<file path="src/rtl/coh_ctrl_n.sv">
// ---------------------------------------------------------------------------
// coh_ctrl_n : N-core snoopy MSI coherence controller and single-port RAM
// arbiter. All RAM traffic from CPUS I/D cache pairs is serialised here.
//
// Optional feature macro: COH_PERF_CNT_EN (builds perf_trans / perf_c2c
// counters; when undefined both outputs are constant 0).
//
// Ports
//   CLK, nRST                 clock, async active-low reset
//   iREN/iaddr -> iwait/iload instruction fetch per core
//   dREN/dWEN/daddr/dstore    data read / eviction write per core
//   -> dwait/dload
//   cctrans/ccwrite           coherence transaction / BusRdX-or-Modified flag
//   ccwait/ccinv/ccsnoopaddr  snoop request, invalidate and address per core
//   ramREN/ramWEN/ramaddr/    single RAM port, ramstate FREE=0 BUSY=1
//   ramstore/ramload/ramstate ACCESS=2 ERROR=3
//   perf_c2c/perf_trans       performance counters
//   dbg_state                 FSM state (IDLE=0 SNOOP=1 C2C_XFER=2 RAM_XFER=3)
//
// Handshake: a core holds its request (iREN, dWEN, or cctrans with dREN/dWEN)
// stable until its wait bit is 0; the wait bit is 0 for exactly the one cycle
// in which ramstate==ACCESS completes that word, and load data is valid in
// that same cycle. Any other ramstate (including ERROR) just stalls.
// ---------------------------------------------------------------------------
module coh_ctrl_n #(
  parameter int CPUS = 2,
  parameter int AW   = 32,
  parameter int DW   = 32
) (
  input  logic                 CLK,
  input  logic                 nRST,
  input  logic [CPUS-1:0]      iREN,
  input  logic [CPUS*AW-1:0]   iaddr,
  output logic [CPUS-1:0]      iwait,
  output logic [CPUS*DW-1:0]   iload,
  input  logic [CPUS-1:0]      dREN,
  input  logic [CPUS-1:0]      dWEN,
  input  logic [CPUS*AW-1:0]   daddr,
  input  logic [CPUS*DW-1:0]   dstore,
  output logic [CPUS-1:0]      dwait,
  output logic [CPUS*DW-1:0]   dload,
  input  logic [CPUS-1:0]      cctrans,
  input  logic [CPUS-1:0]      ccwrite,
  output logic [CPUS-1:0]      ccwait,
  output logic [CPUS-1:0]      ccinv,
  output logic [CPUS*AW-1:0]   ccsnoopaddr,
  output logic                 ramREN,
  output logic                 ramWEN,
  output logic [AW-1:0]        ramaddr,
  output logic [DW-1:0]        ramstore,
  input  logic [DW-1:0]        ramload,
  input  logic [1:0]           ramstate,
  output logic [31:0]          perf_c2c,
  output logic [31:0]          perf_trans,
  output logic [1:0]           dbg_state
);

  localparam int CW  = (CPUS > 1) ? $clog2(CPUS) : 1;
  localparam int CW1 = CW + 1;
  localparam logic [1:0] RAM_ACCESS = 2'd2;

  typedef enum logic [1:0] {IDLE, SNOOP, C2C_XFER, RAM_XFER} state_t;

  state_t          state, state_n;
  logic [CW-1:0]   req, req_n, sup, sup_n;
  logic [CW-1:0]   dptr, dptr_n, iptr, iptr_n;
  logic [CW-1:0]   w;
  logic            trans_inc, c2c_inc, snoop_on, access;
  logic [CPUS-1:0] others, evict;

  logic [AW-1:0] iaddr_a  [CPUS];
  logic [AW-1:0] daddr_a  [CPUS];
  logic [DW-1:0] dstore_a [CPUS];
  logic [DW-1:0] iload_a  [CPUS];
  logic [DW-1:0] dload_a  [CPUS];

  // Lowest-index set bit of mask at or after ptr, wrapping at CPUS.
  function automatic logic [CW-1:0] rr_pick(input logic [CPUS-1:0] mask,
                                            input logic [CW-1:0] ptr);
    logic [CW-1:0] res;
    logic          found;
    logic [CW1-1:0] j;
    res   = '0;
    found = 1'b0;
    for (int i = 0; i < CPUS; i++) begin
      j = {1'b0, ptr} + CW1'(i);
      if (j >= CW1'(CPUS)) j = j - CW1'(CPUS);
      if (!found && mask[j[CW-1:0]]) begin
        found = 1'b1;
        res   = j[CW-1:0];
      end
    end
    return res;
  endfunction

  function automatic logic [CW-1:0] nxt(input logic [CW-1:0] p);
    return (int'(p) == CPUS - 1) ? '0 : p + CW'(1);
  endfunction

  for (genvar g = 0; g < CPUS; g++) begin : g_pack
    assign iaddr_a[g]  = iaddr[g*AW +: AW];
    assign daddr_a[g]  = daddr[g*AW +: AW];
    assign dstore_a[g] = dstore[g*DW +: DW];
    assign iload[g*DW +: DW] = iload_a[g];
    assign dload[g*DW +: DW] = dload_a[g];
    assign ccsnoopaddr[g*AW +: AW] = (snoop_on && others[g]) ? daddr_a[req] : '0;
  end

  assign others    = ~(CPUS'(1) << req);
  assign evict     = dWEN & ~cctrans;
  assign access    = (ramstate == RAM_ACCESS);
  assign dbg_state = state;

  // Outputs are forced to their idle values while nRST is low so that an
  // asserted reset is visible immediately, whatever the cores are driving.
  always_comb begin
    iwait     = '1;
    dwait     = '1;
    ccwait    = '0;
    ccinv     = '0;
    ramREN    = 1'b0;
    ramWEN    = 1'b0;
    ramaddr   = '0;
    ramstore  = '0;
    iload_a   = '{default: '0};
    dload_a   = '{default: '0};
    snoop_on  = 1'b0;
    w         = '0;
    state_n   = state;
    req_n     = req;
    sup_n     = sup;
    dptr_n    = dptr;
    iptr_n    = iptr;
    trans_inc = 1'b0;
    c2c_inc   = 1'b0;
    if (nRST) begin
      case (state)
        IDLE: begin
          if (|evict) begin
            w        = rr_pick(evict, dptr);
            ramWEN   = 1'b1;
            ramaddr  = daddr_a[w];
            ramstore = dstore_a[w];
            if (access) begin
              dwait[w] = 1'b0;
              dptr_n   = nxt(w);
            end
          end else if (|cctrans) begin
            // Only latch the requester; the bus is not touched this cycle.
            w         = rr_pick(cctrans, dptr);
            req_n     = w;
            state_n   = SNOOP;
            trans_inc = 1'b1;
          end else if (|iREN) begin
            w       = rr_pick(iREN, iptr);
            ramREN  = 1'b1;
            ramaddr = iaddr_a[w];
            if (access) begin
              iwait[w]   = 1'b0;
              iload_a[w] = ramload;
              iptr_n     = nxt(w);
            end
          end
        end
        SNOOP: begin
          if (!cctrans[req]) begin
            state_n = IDLE;
          end else begin
            snoop_on = 1'b1;
            if (|(ccwrite & others)) begin
              // A Modified holder supplies the line; lowest index wins.
              sup_n   = rr_pick(ccwrite & others, '0);
              state_n = C2C_XFER;
              c2c_inc = 1'b1;
            end else begin
              state_n = RAM_XFER;
            end
          end
        end
        C2C_XFER: begin
          if (!cctrans[req]) begin
            state_n = IDLE;
            dptr_n  = nxt(req);
          end else begin
            snoop_on     = 1'b1;
            dload_a[req] = dstore_a[sup];
            ramWEN       = 1'b1;
            ramaddr      = daddr_a[req];
            ramstore     = dstore_a[sup];
            if (access) begin
              dwait[req] = 1'b0;
              dwait[sup] = 1'b0;
            end
          end
        end
        RAM_XFER: begin
          if (!cctrans[req]) begin
            state_n = IDLE;
            dptr_n  = nxt(req);
          end else begin
            snoop_on     = 1'b1;
            ramREN       = dREN[req];
            ramWEN       = dWEN[req];
            ramaddr      = daddr_a[req];
            ramstore     = dstore_a[req];
            dload_a[req] = ramload;
            if (access) dwait[req] = 1'b0;
          end
        end
        default: state_n = IDLE;
      endcase
      if (snoop_on) begin
        ccwait = others;
        ccinv  = ccwrite[req] ? others : '0;
      end
    end
  end

  always_ff @(posedge CLK or negedge nRST) begin
    if (!nRST) begin
      state <= IDLE;
      req   <= '0;
      sup   <= '0;
      dptr  <= '0;
      iptr  <= '0;
    end else begin
      state <= state_n;
      req   <= req_n;
      sup   <= sup_n;
      dptr  <= dptr_n;
      iptr  <= iptr_n;
    end
  end

`ifdef COH_PERF_CNT_EN
  always_ff @(posedge CLK or negedge nRST) begin
    if (!nRST) begin
      perf_trans <= '0;
      perf_c2c   <= '0;
    end else begin
      if (trans_inc) perf_trans <= perf_trans + 32'd1;
      if (c2c_inc)   perf_c2c   <= perf_c2c + 32'd1;
    end
  end
`else
  logic unused_perf;
  assign unused_perf = trans_inc ^ c2c_inc;
  assign perf_trans  = '0;
  assign perf_c2c    = '0;
`endif

endmodule

</file>
<file path="config.mk">
export PLATFORM = sky130hd
export DESIGN_NAME = coh_ctrl_n
export DESIGN_NICKNAME = d
export VERILOG_FILES = /design/src/rtl/coh_ctrl_n.sv
export SDC_FILE = /design/constraint.sdc
export NUM_CORES = 1
export LEC_CHECK = 0
export BUFFER_PORTS_ARGS = -buffer_cell sky130_fd_sc_hd__buf_2
export CAP_MARGIN = 20
export CELL_PAD_IN_SITES_DETAIL_PLACEMENT = 0
export CELL_PAD_IN_SITES_GLOBAL_PLACEMENT = 2
export CORE_AREA = 2 2 223 225
export CTS_BUF_LIST = sky130_fd_sc_hd__clkbuf_4 sky130_fd_sc_hd__clkbuf_8
export CTS_CLUSTER_SIZE = 10
export DETAILED_ROUTE_END_ITERATION = 8
export DIE_AREA = 0 0 225 227
export PLACE_DENSITY = 0.76
export SETUP_SLACK_MARGIN = 0.1
export SLEW_MARGIN = 20
export SYNTH_ARGS = -nofsm -noshare
export SYNTH_HDL_FRONTEND = slang
export SYNTH_SLANG_ARGS = --single-unit
export TNS_END_PERCENT = 1
</file>
<file path="constraint.sdc">
create_clock -name CLK -period 2.1 [get_ports CLK]
set_input_delay 0.21 -clock CLK [delete_from_list [all_inputs] [get_ports CLK]]
set_output_delay 0.21 -clock CLK [all_outputs]
set_load 0.01 [all_outputs]
</file>
== Word level (Yosys, flattened, before mapping) ==
Cells that the tools add are included.

* Register bits: 6
* Bits of input ports: 238
* Output and inout bits: 332

* $add $sub $neg: 9
* $lt $le $gt $ge: 24
* Eq/ne operators: 9
* Shift-type cells: 1
* Mux-type cells: 182
* Bitwise gates (word level): 18
* Reductions and logical operators: 29

{| class="wikitable"
|+ Operators by type and width
! kind !! number
|-
| $mux W32 || 31
|-
| $mux W64 || 9
|-
| $and A64 B64 Y64 || 3
|-
| $pmux W64 S2 || 1
|-
| $mux W1 || 106
|-
| $pmux W32 S3 || 1
|-
| $demux W32 S1 || 2
|-
| $pmux W32 S2 || 1
|-
| $mux W2 || 22
|-
| $lt A1 B2 Y1 const B || 10
|-
| $ge A2 B2 Y1 const B || 6
|-
| $logic_and A1 B1 Y1 || 12
|-
| $not A2 Y2 || 6
|-
| $pmux W2 S3 || 2
|-
| $reduce_and A4 Y1 || 3
|-
| $ne A2 B2 Y1 const B || 5
|-
| $reduce_or A2 Y1 || 5
|-
| $not A1 Y2 || 4
|-
| $and A2 B2 Y2 || 3
|-
| $eq A2 B2 Y1 const B || 3
|-
| $reduce_and A6 Y1 || 1
|-
| $reduce_and A5 Y1 || 1
|-
| $add A1 B1 Y2 const B || 2
|-
| $demux W1 S1 || 4
|-
| other kinds (14) || 29
|}

== Depth between registers and ports, before layout ==
* Depth in word-level cells: 35
* Depth in mapped cells: 8

== Least setup slack after synthesis ==
Ideal clock, no wire load.

* Path kind: flip-flop to output port
* Start: register state[0] (netlist: dbg_state[0])
* End: output port iload[55]
* Arrival: 1909 ps
* Setup slack: -19 ps
* Cell stages (with the launch flop): 9
* Buffers on the path: 2
* Path through: dfrtp_1 > inv_1 > ha_1 > clkbuf_1 > nand2_1 > or3_4 > nor2_4 > buf_6 > and2_1

* Longest elaborated chain between the ends: 3

{| class="wikitable"
|+ RTL lines
! element !! line !! text
|-
| start, declared || 64 || <nowiki>state_t state, state_n;</nowiki>
|-
| start signal, assigned || 227 || <nowiki>state <= state_n;</nowiki>
|-
| $logic_not A2 Y1 || 137 || <nowiki>case (state)</nowiki>
|-
| $mux W64 || 137 ||
|-
| $mux W64 || 136 || <nowiki>if (nRST) begin</nowiki>
|-
| end, declared || 35 || <nowiki>output logic [CPUS*DW-1:0] iload,</nowiki>
|}

Every way passes these cells.

== Worst setup path in the final report ==
* Start: register state[1] (netlist: dbg_state[1])
* End: output port iload[24]

The elaborated chain is that of the path after synthesis.

==> results.py <==
metrics = {
    "critical_path": {
        "end_kind": "primary output",
        "cp.required_ns": 1.89,
        "cpLargestDelayFamily": "simple AND/OR/NAND/NOR gates",
        "cp.arrival_ns": 2.13,
        "slowest_delay_ns": 0.40,
        "slowest_stage": "or3_4",
        "crit_path_max_fanout": 8,
        "cp_cell_sequence": "inv_2 > ha_4 > nand2_4 > or3_4 > nor2_4 > buf_6 > buf_12 > buf_16 > and2_4 > buf_6",
        "critical_path_class": "reg2out",
        "crit_path_start_kind": "flop",
        "cp_num_buf_inv": 5,
        "regToRegSetupSlack_ns": 0.21,
        "crit_top_cell": "buf_6",
    },
    "cts": {
        "worstSkewPairLatency_ns": 0.23,
        "ctsLongestPathBuffers": 2,
        "clk_pin_slew_ns": 0.04,
        "numCtsBuffers": 3,
        "cts_tree": "built",
        "root_buffer": "clkbuf_8",
        "cts_sinks": 6,
        "cts-htree-levels": 1,
    },
    "global_routing": {
        "grt_pass1_vias": 8118,
        "grtUsageTotal": 0.144,
        "grt_pass1_wl_mm": 53.9,
        "grt_max_degree": 43,
        "grtUsageMet2": 0.293,
        "use_met1": 0.149,
        "grt_most_used_layer": "met2",
        "antenna_found_initial": 15,
        "grt-ovfl-total": 0,
        "use_met3": 0.0244,
    },
    "sta": {
        "max_slew.worst_pin.slew_ns": 0.541,
        "rsz0062_at_grt": "true",
        "timing.fmax_mhz": 428,
        "finalSetupViolCount": 176,
        "slew_viol_final": 0,
        "layout_min_cycle_time_ns": 2.34,
        "hold_viol": 0,
        "post-route-period-util": 1.11,
        "whs_ns": 0.128,
        "finClkSkew_ns": 0.00103,
        "fin_ws_ns": -0.238,
        "slew_headroom": 0.629,
    },
    "layout": {
        "fin_nets": 1583,
        "drive_gt1_frac": 0.602,
        "syn_to_final_growth_pct": 84.9,
        "mostFrequentLayoutCells": "buf_2, mux2i_1, and2_1",
        "final_core_util": 0.218,
        "final_common_cell": "buf_2",
    },
    "pwr": {
        "power_density_nw_per_um2": 558,
        "worst_ir_drop_vdd_v": 0.000427,
        "cellLeakagePower_nw": 5.22,
    },
    "route": {
        "drt_wl_total_mm": 40.4,
        "first_pass_iters": 4,
        "viasPerCell": 4.12,
        "drc": 0,
        "first_iter_violations": 258,
        "postRouteAntennaNets": 0,
        "routedWlPerCell_um": 20.5,
        "num_vias": 8096,
    },
    "logic_synthesis": {
        "ys.flop_type": "dfrtp_1",
        "ys_seq_area_frac": 0.0262,
        "async_reset_ff_frac": 1.00,
        "synth_warnings": 0,
        "synthCells": 807,
        "synth_edf_count": 0,
        "synth_cell_type_count": 40,
        "ys_ff_latch": 6,
        "syn_avg_cell_area_um2": 7.10,
        "synthesis.area_um2": 5730,
    },
    "flow_run": {
        "maxCapViolCount": 0,
    },
    "place": {
        "gp_congestion": 0.831,
        "dp_hpwl_mm": 32.0,
        "portBuffers": 505,
    },
    "floorplanning": {
        "die_y_um": 227,
        "die-area_um2": 51100,
        "initial_utilization": 0.118,
        "die_w_um": 225,
        "fp-row-count": 81,
        "coreArea_um2": 48500,
        "ios": 570,
    },
    "outcome": {
        "violations": "setup timing",
        "status": "finished with violations",
    },
    "hold_path": {
        "hold_class": "in2async",
    },
}
## flip-flops by register name (all words and copies together), names as in the netlist
| register | flops |
|---|---|
| iptr | 1 |
| sup | 1 |
| dbg_state | 2 |
| req | 1 |
| dptr | 1 |
## per-layer routing
metal  vias to the layer above  routed length [um]
li1                       3796                   -
met1                      3835               14700
met2                       401               21900
met3                        52                2600
met4                        12                1130
met5                         -                  71
## path summary, 6_finish.rpt
path / endpoint / cells after the start / start
min in group CLK: sup / 3 / ccwrite[1]
max reg2reg: dptr / 3 / req
min: dptr / 2 / nRST
max: iload[24] / 10 / dbg_state[1]
max in group asynchronous: dbg_state[0] / 2 / nRST
min reg2reg: iptr / 1 / iptr
## cell usage after synthesis (2+ instances only)
cell / number / area (um^2)
o221ai_1: 32 / 280
buf_4: 64 / 480
o22ai_1: 32 / 200
nand2_1: 43 / 161
inv_1: 5 / 18.8
buf_2: 12 / 60.1
nand3_1: 3 / 15.0
a21oi_1: 67 / 335
nor2_1: 71 / 267
ha_1: 5 / 62.6
dfrtp_1: 6 / 150
nor2_4: 2 / 22.5
mux2i_1: 134 / 1340
o21ai_0: 7 / 35.0
a41oi_1: 2 / 17.5
mux2_2: 67 / 754
nor3_1: 2 / 10.0
nor3b_1: 2 / 15.0
nor2b_1: 38 / 238
a31oi_1: 3 / 18.8
buf_1: 3 / 11.3
and2_1: 130 / 813
buf_6: 7 / 78.8
clkbuf_1: 49 / 184
o21a_1: 2 / 15.0
nand2b_1: 5 / 31.3
## report_power, final
part / internal, W / leakage [nW] / switching (W)
Clock: 0.000145 / 0.0262 / 0.0000635
Sequential: 0.000169 / 0.0707 / 0.0000833
Combinational: 0.00249 / 5.13 / 0.00296
## repair_timing
item | CTS | global route
setup buffers | 16 | 2
gates cloned | 5 | 1
hold endpoints to repair | 3 | 0
pin swaps | 24 | 26
endpoints found under the setup margin | 265 | 265
hold buffers | 1 | 0
resized for setup | 126 | 95
## cell type report
cell class / instances / area [um^2]
Clock buffer: 4 / 48.8
Antenna cell: 4 / 10.0
Sequential cell: 6 / 156
Tap cell: 622 / 778
Inverter: 5 / 21.3
Multi-Input combinational cell: 724 / 5630
Timing Repair Buffer: 600 / 3950
Fill cell: 5453 / 38000
## logic make-up after synthesis
| kind of cell | count (synthesis) | synth area share |
|---|---|---|
| DFF | 6 | 0.0262 |
| adders and majority gates | 5 | 0.0109 |
| and+or+nand+nor | 301 | 0.282 |
| buffers and inverters | 140 | 0.145 |
| AOI/OAI and AO/OA | 153 | 0.169 |
| muxes | 201 | 0.366 |
| other | 1 | 0.000655 |
## stage by stage
stage / area, um^2 / worst slack [ns] / cells / TNS, ns / power, W
floorplan: 5970 / 0.0778 / 870 / 0 / 0.00288
global placement: 9270 / -0.190 / 1932 / -0.694 / 0.00485
detailed placement: 9270 / -0.169 / 1932 / -1.04 / 0.00490
CTS: 10200 / -0.189 / 1958 / -17.87 / 0.00573
global route: 10600 / -0.295 / 1964 / -32.81 / 0.00632
finish: 10600 / -0.238 / 1965 / -20.85 / 0.00591
No activity file was read; power rests on OpenSTA's default activity.
